<file path="config.mk">
export PLATFORM = sky130hd
export DESIGN_NAME = iir_biquad_seq
export DESIGN_NICKNAME = d
export VERILOG_FILES = /design/src/rtl/iir_pkg.sv /design/src/rtl/iir_biquad_seq_mac.sv /design/src/rtl/iir_biquad_seq.sv
export SDC_FILE = /design/constraint.sdc
export NUM_CORES = 1
export LEC_CHECK = 0
export ABC_CLOCK_PERIOD_IN_PS = 4900
export BUFFER_PORTS_ARGS = -buffer_cell sky130_fd_sc_hd__buf_2
export CORE_MARGIN = 3
export CORE_UTILIZATION = 53
export CTS_CLUSTER_SIZE = 12
export DETAILED_ROUTE_END_ITERATION = 7
export GPL_TIMING_DRIVEN = 0
export MAX_ROUTING_LAYER = met4
export PLACE_DENSITY_LB_ADDON = 0.25
export SETUP_SLACK_MARGIN = 0.1
export SYNTH_ARGS = -nofsm -noshare
export SYNTH_HDL_FRONTEND = slang
export SYNTH_SLANG_ARGS = --single-unit
</file>
<file path="constraint.sdc">
create_clock -name clk -period 4.9 [get_ports clk]
set_input_delay 0.49 -clock clk [delete_from_list [all_inputs] [get_ports clk]]
set_output_delay 0.49 -clock clk [all_outputs]
set_load 0.05 [all_outputs]
</file>
<file path="src/rtl/iir_pkg.sv">
// Shared widths, state encoding and sample type for the sequential biquad.
// The sample width here is the default build (WIDTH_H=5, WIDTH_W=20).
package iir_pkg;

    localparam int D     = 25;
    localparam int ACC_W = 2 * D + 3;

    typedef logic signed [D-1:0] sample_t;

    typedef enum logic [1:0] {
        IDLE = 2'd0,
        MAC  = 2'd1,
        OUT  = 2'd2
    } state_t;

    // Five products of 2d bits each need three guard bits to sum without overflow.
    function automatic int acc_width(input int d);
        return 2 * d + 3;
    endfunction

endpackage

</file>
<file path="src/rtl/iir_biquad_seq_mac.sv">
// Single signed multiplier with add/subtract accumulation.
// The combinational sum exposes the result including the current product.
module fx_mac #(
    parameter int WIDTH = 25,
    parameter int ACC_W = 53
) (
    input  logic                    clk,
    input  logic                    rst,
    input  logic                    clear,
    input  logic                    en,
    input  logic                    sub,
    input  logic signed [WIDTH-1:0] a,
    input  logic signed [WIDTH-1:0] b,
    output logic signed [ACC_W-1:0] acc,
    output logic signed [ACC_W-1:0] sum
);

    logic signed [2*WIDTH-1:0] prod;
    logic signed [ACC_W-1:0]   prod_ext;

    assign prod     = a * b;
    assign prod_ext = {{(ACC_W-2*WIDTH){prod[2*WIDTH-1]}}, prod};
    assign sum      = sub ? (acc - prod_ext) : (acc + prod_ext);

    always_ff @(posedge clk) begin
        if (rst || clear)
            acc <= '0;
        else if (en)
            acc <= sum;
    end

endmodule

</file>
<file path="src/rtl/iir_biquad_seq.sv">
// Direct Form I biquad sharing one multiplier over five MAC cycles per sample.
// Define IIR_BIQUAD_SAT_EN to saturate the output; otherwise it wraps.
module iir_biquad_seq
    import iir_pkg::*;
#(
    parameter int WIDTH_H = 5,
    parameter int WIDTH_W = 20,
    parameter logic signed [WIDTH_H+WIDTH_W-1:0] B0 = 1048576,
    parameter logic signed [WIDTH_H+WIDTH_W-1:0] B1 = 0,
    parameter logic signed [WIDTH_H+WIDTH_W-1:0] B2 = 0,
    parameter logic signed [WIDTH_H+WIDTH_W-1:0] A1 = 0,
    parameter logic signed [WIDTH_H+WIDTH_W-1:0] A2 = 0
) (
    input  logic                              clk,
    input  logic                              rst,
    input  logic                              in_valid,
    output logic                              in_ready,
    input  logic signed [WIDTH_H+WIDTH_W-1:0] data_i,
    output logic                              out_valid,
    input  logic                              out_ready,
    output logic signed [WIDTH_H+WIDTH_W-1:0] data_o
);

    localparam int DW = WIDTH_H + WIDTH_W;
    localparam int AW = acc_width(DW);

    localparam logic signed [AW-1:0] MAXV = {{(AW-DW+1){1'b0}}, {(DW-1){1'b1}}};
    localparam logic signed [AW-1:0] MINV = {{(AW-DW+1){1'b1}}, {(DW-1){1'b0}}};

    state_t state;
    logic [2:0] cnt;
    logic signed [DW-1:0] x0, x1, x2, y1, y2;
    logic signed [DW-1:0] opa, opb, y_new;
    logic sub;
    logic signed [AW-1:0] acc, sum, scaled;
    logic accept;

    assign in_ready = (state == IDLE) && !rst;
    assign accept   = in_valid && in_ready;

    always_comb begin
        opa = B0;
        opb = x0;
        sub = 1'b0;
        case (cnt)
            3'd1: begin opa = B1; opb = x1; end
            3'd2: begin opa = B2; opb = x2; end
            3'd3: begin opa = A1; opb = y1; sub = 1'b1; end
            3'd4: begin opa = A2; opb = y2; sub = 1'b1; end
            default: ;
        endcase
    end

    fx_mac #(.WIDTH(DW), .ACC_W(AW)) u_mac (
        .clk   (clk),
        .rst   (rst),
        .clear (accept),
        .en    (state == MAC),
        .sub   (sub),
        .a     (opa),
        .b     (opb),
        .acc   (acc),
        .sum   (sum)
    );

    // The last product is folded in combinationally so the result lands on the 5th edge.
    assign scaled = sum >>> WIDTH_W;

`ifdef IIR_BIQUAD_SAT_EN
    always_comb begin
        if (scaled > MAXV)
            y_new = MAXV[DW-1:0];
        else if (scaled < MINV)
            y_new = MINV[DW-1:0];
        else
            y_new = scaled[DW-1:0];
    end
`else
    logic scaled_unused;
    assign scaled_unused = ^{scaled[AW-1:DW], MAXV, MINV, acc};
    assign y_new = scaled[DW-1:0];
`endif

    always_ff @(posedge clk) begin
        if (rst) begin
            state     <= IDLE;
            cnt       <= '0;
            out_valid <= 1'b0;
            data_o    <= '0;
            x0        <= '0;
            x1        <= '0;
            x2        <= '0;
            y1        <= '0;
            y2        <= '0;
        end else begin
            case (state)
                IDLE: begin
                    if (accept) begin
                        x0    <= data_i;
                        cnt   <= '0;
                        state <= MAC;
                    end
                end
                MAC: begin
                    if (cnt == 3'd4) begin
                        state     <= OUT;
                        out_valid <= 1'b1;
                        data_o    <= y_new;
                        x2        <= x1;
                        x1        <= x0;
                        y2        <= y1;
                        y1        <= y_new;
                        cnt       <= '0;
                    end else begin
                        cnt <= cnt + 3'd1;
                    end
                end
                OUT: begin
                    if (out_ready) begin
                        out_valid <= 1'b0;
                        state     <= IDLE;
                    end
                end
                default: state <= IDLE;
            endcase
        end
    end

endmodule

</file>
==> Word-level counts from Yosys, hierarchy flattened <==
Index checks and enable logic that the tools add are counted.
{ "classes": {"addsub": 3, "shift": 0, "bitwise": 0, "mux": 14, "n_reduce_logical": 14, "n_lt_le_gt_ge": 0, "n_eq_ne": 9, "multipliers": 1, "div": 0} }
{ "op_table": {"columns": ["cell", "count"], "rows": [
  ["25-bit case mux with 4 select lines", 1],
  ["53-bit by 47-bit adder with 53-bit output", 1],
  ["53-bit 2-to-1 mux", 1],
  ["53-bit by 47-bit subtractor with 53-bit output", 1],
  ["22-bit by 25-bit multiplier with 47-bit output", 1],
  ["21-bit 2-to-1 mux", 1],
  ["3-bit by 2-bit equality test with 1-bit output (second input constant)", 2],
  ["2-bit 2-to-1 mux", 3],
  ["3-bit 2-to-1 mux", 2],
  ["2-bit case mux with 3 select lines", 1],
  ["3-bit case mux with 2 select lines", 1],
  ["2-bit AND reduction", 3],
  ["3-bit AND reduction", 2],
  ["2-bit != test (second input constant)", 2],
  ["2-bit nonzero test", 2],
  ["4-bit OR reduction", 1],
  ["3-bit by 1-bit adder with 3-bit output (second input constant)", 1],
  ["3-bit by 1-bit equality test with 1-bit output (second input constant)", 1],
  ["3-bit equality test (second input constant)", 1],
  ["1-bit 2-to-1 mux", 3],
  ["2-bit by 1-bit equality test with 1-bit output (second input constant)", 1],
  ["2-bit equality test (second input constant)", 1],
  ["1-bit logical AND", 2],
  ["2-bit logical NOT", 1],
  ["other kinds (5)", 5]
]} }
{ "totals": {"romBits": 0, "regBits": 184, "ramBits": 0, "memories": 0, "out_inout_bits": 27, "wordCells": 50, "input_bits": 29, "latchBits": 0} }

==> Logic depth before layout (Yosys ltp) <==
{ "logic_depth": {"word_depth": 6, "mapped_depth": 23, "depth_no_buf": 20} }

==> Hierarchy <==
Synthesis repeated with hierarchy kept, for this count alone.
{ "unflattened": {"hier_cells": 4069, "hier_area_um2": 35019.8} }
{ "modules_own_cells": {"columns": ["module", "area_each_um2", "instances", "cells_each", "seq_area_each_um2"], "rows": [
  ["fx_mac", 29398.2, 1, 3364, 1061.0],
  ["iir_biquad_seq", 5621.6, 1, 705, 2622.5]
]} }

==> Least setup slack after synthesis <==
No wires, ideal clock.
{ "synth_timing": {"kind": "reg2reg", "from": "register cnt[0]", "to": "register y1[24]", "setup_ps": 79, "n_path_buf": 4, "path_stages_with_launch": 24, "t_required_ps": 4821, "arrival_time_ps": 4841, "period_less_slack_ps": 4921, "slack_ps": -21, "cell_sequence": "dfxtp_1 -> inv_1 -> ha_1 -> nor3_1 -> a21oi_1 -> nor2_1 -> clkbuf_1 -> clkbuf_1 -> nand2_1 -> ha_1 -> clkbuf_1 -> clkbuf_1 -> a21oi_1 -> o21ai_0 -> o41a_1 -> ha_1 -> a211o_1 -> a2111oi_4 -> o21ai_2 -> a211oi_2 -> o31ai_2 -> a21oi_1 -> xnor3_1 -> a211oi_2"} }
{ "synth_between": {"elab_chain_len": 6, "elab_cells_between_ends": 14, "classes_between": "add/sub: 2; mul: 1; eq/ne: 4; mux: 4; reduce/logical: 3"} }
{ "synth_lines": {"columns": ["element", "line_no", "text"], "rows": [
  ["start, declared", "iir_biquad_seq.sv:31", "logic [2:0] cnt;"],
  ["start signal, assigned", "iir_biquad_seq.sv:115", "cnt <= cnt + 3'd1;"],
  ["3-bit equality test (tied with other cells)", "iir_biquad_seq.sv:45, iir_biquad_seq.sv:105", null],
  ["4-bit OR reduction (no source line)", null, null],
  ["21-bit 2-to-1 mux", "iir_biquad_seq.sv:45", "case (cnt)"],
  ["22-bit by 25-bit multiplier with 47-bit output", "iir_biquad_seq_mac.sv:21", "assign prod = a * b;"],
  ["53-bit by 47-bit adder with 53-bit output or 53-bit by 47-bit subtractor with 53-bit output (tied branches)", "iir_biquad_seq_mac.sv:23", "assign sum = sub ? (acc - prod_ext) : (acc + prod_ext);"],
  ["53-bit 2-to-1 mux", "iir_biquad_seq_mac.sv:23", null],
  ["end signal, assigned", "iir_biquad_seq.sv:112", "y1 <= y_new;"],
  ["end, declared", "iir_biquad_seq.sv:32", "logic signed [DW-1:0] x0, x1, x2, y1, y2;"]
]} }
Several ways; a longest one is shown, not always the timed one.
A chain may end at the register's enable or synchronous reset.

==> Worst setup path after layout <==
{ "layout_timing": {"from": "register cnt[0]", "to": "register u_mac.acc[40]"} }
{ "layout_between": {"elab_chain_len": 6, "elab_cells_between_ends": 13, "classes_between": "add/sub: 2; mul: 1; eq/ne: 4; mux: 4; reduce/logical: 2"} }
{ "layout_lines": {"columns": ["element", "line_no", "text"], "rows": [
  ["3-bit equality test (tied with other cells)", "iir_biquad_seq.sv:45", null],
  ["4-bit OR reduction (no source line)", null, null],
  ["21-bit 2-to-1 mux", "iir_biquad_seq.sv:45", null],
  ["22-bit by 25-bit multiplier with 47-bit output", "iir_biquad_seq_mac.sv:21", null],
  ["53-bit by 47-bit adder with 53-bit output or 53-bit by 47-bit subtractor with 53-bit output (tied branches)", "iir_biquad_seq_mac.sv:23", null],
  ["53-bit 2-to-1 mux (*)", "iir_biquad_seq_mac.sv:23", null],
  ["end signal, assigned", "iir_biquad_seq_mac.sv:29", "acc <= sum;"],
  ["end, declared", "iir_biquad_seq_mac.sv:14", "output logic signed [ACC_W-1:0] acc,"]
]} }
Every way passes the cells marked *; elsewhere a longest branch is shown, timed or not.

==> results.sh <==
export IMPL_status="finished, final reports clean"
export IMPL_hold_viol=0
export IMPL_intPower_mw=1.27
export IMPL_clk_pin_slew_worst_paths_ns=0.09
export IMPL_crit_path_end_kind="flop"
export IMPL_synth_area_per_cell_um2=7.61
export IMPL_final_setup_worst_slack_ns=0.391
export IMPL_maxCapViolations=0
export IMPL_gr_usage_all_layers=0.258
export IMPL_grt_pass1_wl_um=20300
export IMPL_io_buffers=54
export IMPL_clock_sinks=81
export IMPL_final_cell_count_no_fill=807
export IMPL_holdPathStages=3
export IMPL_drt_initial_drc_count=218
export IMPL_place_inst=784
export IMPL_fin_crit_sh=0.920
export IMPL_power_total_mw=2.00
export IMPL_fin_crit_ns=4.51
export IMPL_synthTopCellsByArea="dfxtp_1, nand2_1, ha_1"
export IMPL_rr_startpoint="cnt[0]"
export IMPL_die_y_um=101
export IMPL_rsz0062_at_grt="false"
export IMPL_clock_power_share=0.259
export IMPL_ys_ff_latch=81
export IMPL_busiest_layer="met2"
export IMPL_multiInputGateArea_um2=3050
export IMPL_setup_violations=0
export IMPL_grt_overflow=0
export IMPL_cp_slowest_cell="a2111oi_4"
export IMPL_cts_root_buffer="clkbuf_8"
export IMPL_fin_area_um2=5540
export IMPL_clkLatencyLatePin_ns=0.36
export IMPL_tns_ns=0
export IMPL_grt_max_degree=14
export IMPL_worstPathArrival_ns=4.80
export IMPL_seq_area_um2=1630
export IMPL_worst_pin_slew_ns=0.683
export IMPL_drc=0
export IMPL_regToRegEndpoint="u_mac.acc[40]"
export IMPL_gp_congestion=0.933
export IMPL_grt_use_met2=0.408
export IMPL_die_area_um2=10100
export IMPL_met3_usage=0.0339
export IMPL_synth_fp_nets=684
export IMPL_synth_cell_types=55
export IMPL_relSlewSlack=0.545
export IMPL_crit_start="cnt[0]"
export IMPL_numCtsBuffers=9
export IMPL_crit_type="reg -> reg"
export IMPL_report_final_slew_viol_count=0
export IMPL_seq_power_share=0.371
export IMPL_htreeDepth=3
export IMPL_final_antenna_net_count=0
export IMPL_cts_tree="built"
export IMPL_die_w_um=101
export IMPL_cp_required_ns=5.19
export IMPL_p_switching_uw=730
export IMPL_synth_top_area_frac=0.341
export IMPL_drive_above_1_share=0.160
export IMPL_cp_depth=24
export IMPL_post_route_util=0.655
export IMPL_critPathMaxFanout=10
export IMPL_hold_buffers=0
export IMPL_yosys_most_used_dff="dfxtp_1"
export IMPL_p_comb_frac=0.370
export IMPL_drt_pass1_iter_count=5
export IMPL_crit_chain="inv_1 > ha_1 > nor3_2 > a21oi_2 > nor2_4 > buf_8 > clkbuf_8 > nand2_2 > ha_4 > buf_6 > buf_6 > a21oi_2 > o21ai_0 > o41a_1 > ha_4 > a211o_1 > a2111oi_4 > o21ai_2 > a21o_1 > a211oi_2 > buf_4 > xnor2_1 > nand2_1 > a21oi_1"
export IMPL_synth_edf_count=0
export IMPL_synth_area_um2=4760
export IMPL_io_pin_count=56
export IMPL_via_per_inst=5.62
export IMPL_reg2reg_depth=24
export IMPL_grt_use_met1=0.346
export IMPL_routedWlPerCell_um=15.6
export IMPL_row_count=33
export IMPL_post_dp_hpwl_um=9370
export IMPL_placed_area_um2=5160
export IMPL_async_reset_ff_frac=0
export IMPL_diodes=0
export IMPL_grt_pass1_vias=4203
export IMPL_cp_top_family="compound AO/OA/AOI/OAI gates"
export IMPL_holdWs_ns=0.325
export IMPL_nFillCells=717
export IMPL_core_um2=8460
export IMPL_antenna_found_initial=0
export IMPL_area_growth_pct=16.5
export IMPL_yosys_warnings=0
export IMPL_ir_drop_v=0.000169
export IMPL_leakage_nw=2.33
export IMPL_holdCritPathClass="in -> reg"
export IMPL_fin_skew_ns=0.0155
export IMPL_cpPeakStageDelay_ns=0.39
export IMPL_start_kind="flop"
export IMPL_fin_nets=757
export IMPL_regToRegSetupSlack_ns=0.39
export IMPL_pre_cts_slack_ns=-0.793
export IMPL_start_util=0.562
export IMPL_clockBufferDepth=2
export IMPL_fmax_mhz=222
export IMPL_yosysSeqAreaShare=0.341
export IMPL_routed_wl_um=12600
export IMPL_critPathCapture="u_mac.acc[40]"
export IMPL_path_buf_inv=6
export IMPL_swShare=0.366
export IMPL_vias=4538
export IMPL_power_density_nw_per_um2=360
export IMPL_yosys_area_top_type="dfxtp_1"
export IMPL_synthCells=625
-- cell families after synthesis --
kind of cell	Yosys count	synth area share
AOI/OAI and AO/OA	171	0.221
xor gates and xnor gates	24	0.0471
adders and majority gates	30	0.0789
buffers and inverters	44	0.0347
DFF	81	0.341
muxes	2	0.00447
and+or+nand+nor	273	0.273
-- routing by layer --
metal	vias up	wire length, um
met5	-	0
met1	2051	5940
met4	0	184
met3	13	735
li1	2321	-
met2	153	5760
-- flip-flops by register name, summed over array words and instances, names as in the netlist --
| register | flops |
|---|---|
| x0 | 25 |
| state | 2 |
| cnt | 3 |
| u_mac.acc | 25 |
| out_valid | 1 |
| y1 | 25 |
-- tightest hold or removal path: cells and delay by family --
family          cells  cell delay, ns
buf+inv             1            0.07
compound gates      1            0.06
simple gates        1            0.03
-- synth_stat cells, drive strengths merged (4+ instances only) --
cell	n
a211oi	7
a21o	11
a21oi	68
a31oi	4
clkbuf	34
dfxtp	81
ha	30
inv	10
nand2	140
nand2b	24
nand3	18
nand4	4
nor2	36
nor3	22
nor4b	4
o21a	10
o21ai	47
o31ai	6
or3	7
xnor2	15
xor2	8
-- power groups by stage --
| stage | sequential [mW] | clock (mW) | combinational [mW] |
|---|---|---|---|
| after floorplan | 0.744 | 0 | 0.540 |
| after global placement | 0.752 | 0 | 0.669 |
| after detailed placement | 0.754 | 0 | 0.682 |
| after CTS | 0.740 | 0.518 | 0.704 |
| after global routing | 0.748 | 0.553 | 0.816 |
| final | 0.741 | 0.516 | 0.739 |
-- timing repair --
action,4_1_cts,5_1_grt
pin swaps,2,8
setup endpoints to repair,38,26
buffers inserted,2,6
resized for setup,19,13
-- worst min path at each step --
stage | end | from
floorplan | u_mac.acc[36] | u_mac.acc[36]
global placement | y1[16] | y1[16]
detailed placement | y1[18] | y1[18]
CTS | x0[21] | data_i[21]
global route | x0[5] | data_i[5]
finish | x0[20] | data_i[20]
-- cells in the final DEF (no fill, tap or decap), drive strengths merged, types with 4 or more instances in the layout --
cell and count:
o21a 10, a21o 11, o31ai 6, nand3 18, dfxtp 81, nand2b 24
o21ai 47, a31oi 4, nand2 140, nor2 36, a211oi 7, buf 65
inv 11, nor4b 4, xor2 8, nor3 22, xnor2 15, or3 7
clkbuf 42, nand4 4, a21oi 68, ha 30
-- area by class of cell --
cell class,count,area share
clock buffer,11,0.0273
inverter,10,0.00677
tap,105,0.0237
sequential,81,0.293
clock inverter,4,0.00925
timing repair buffer,62,0.0596
multi-input combinational,500,0.550
buffer,34,0.0296
No activity file was read; power rests on OpenSTA's default activity.
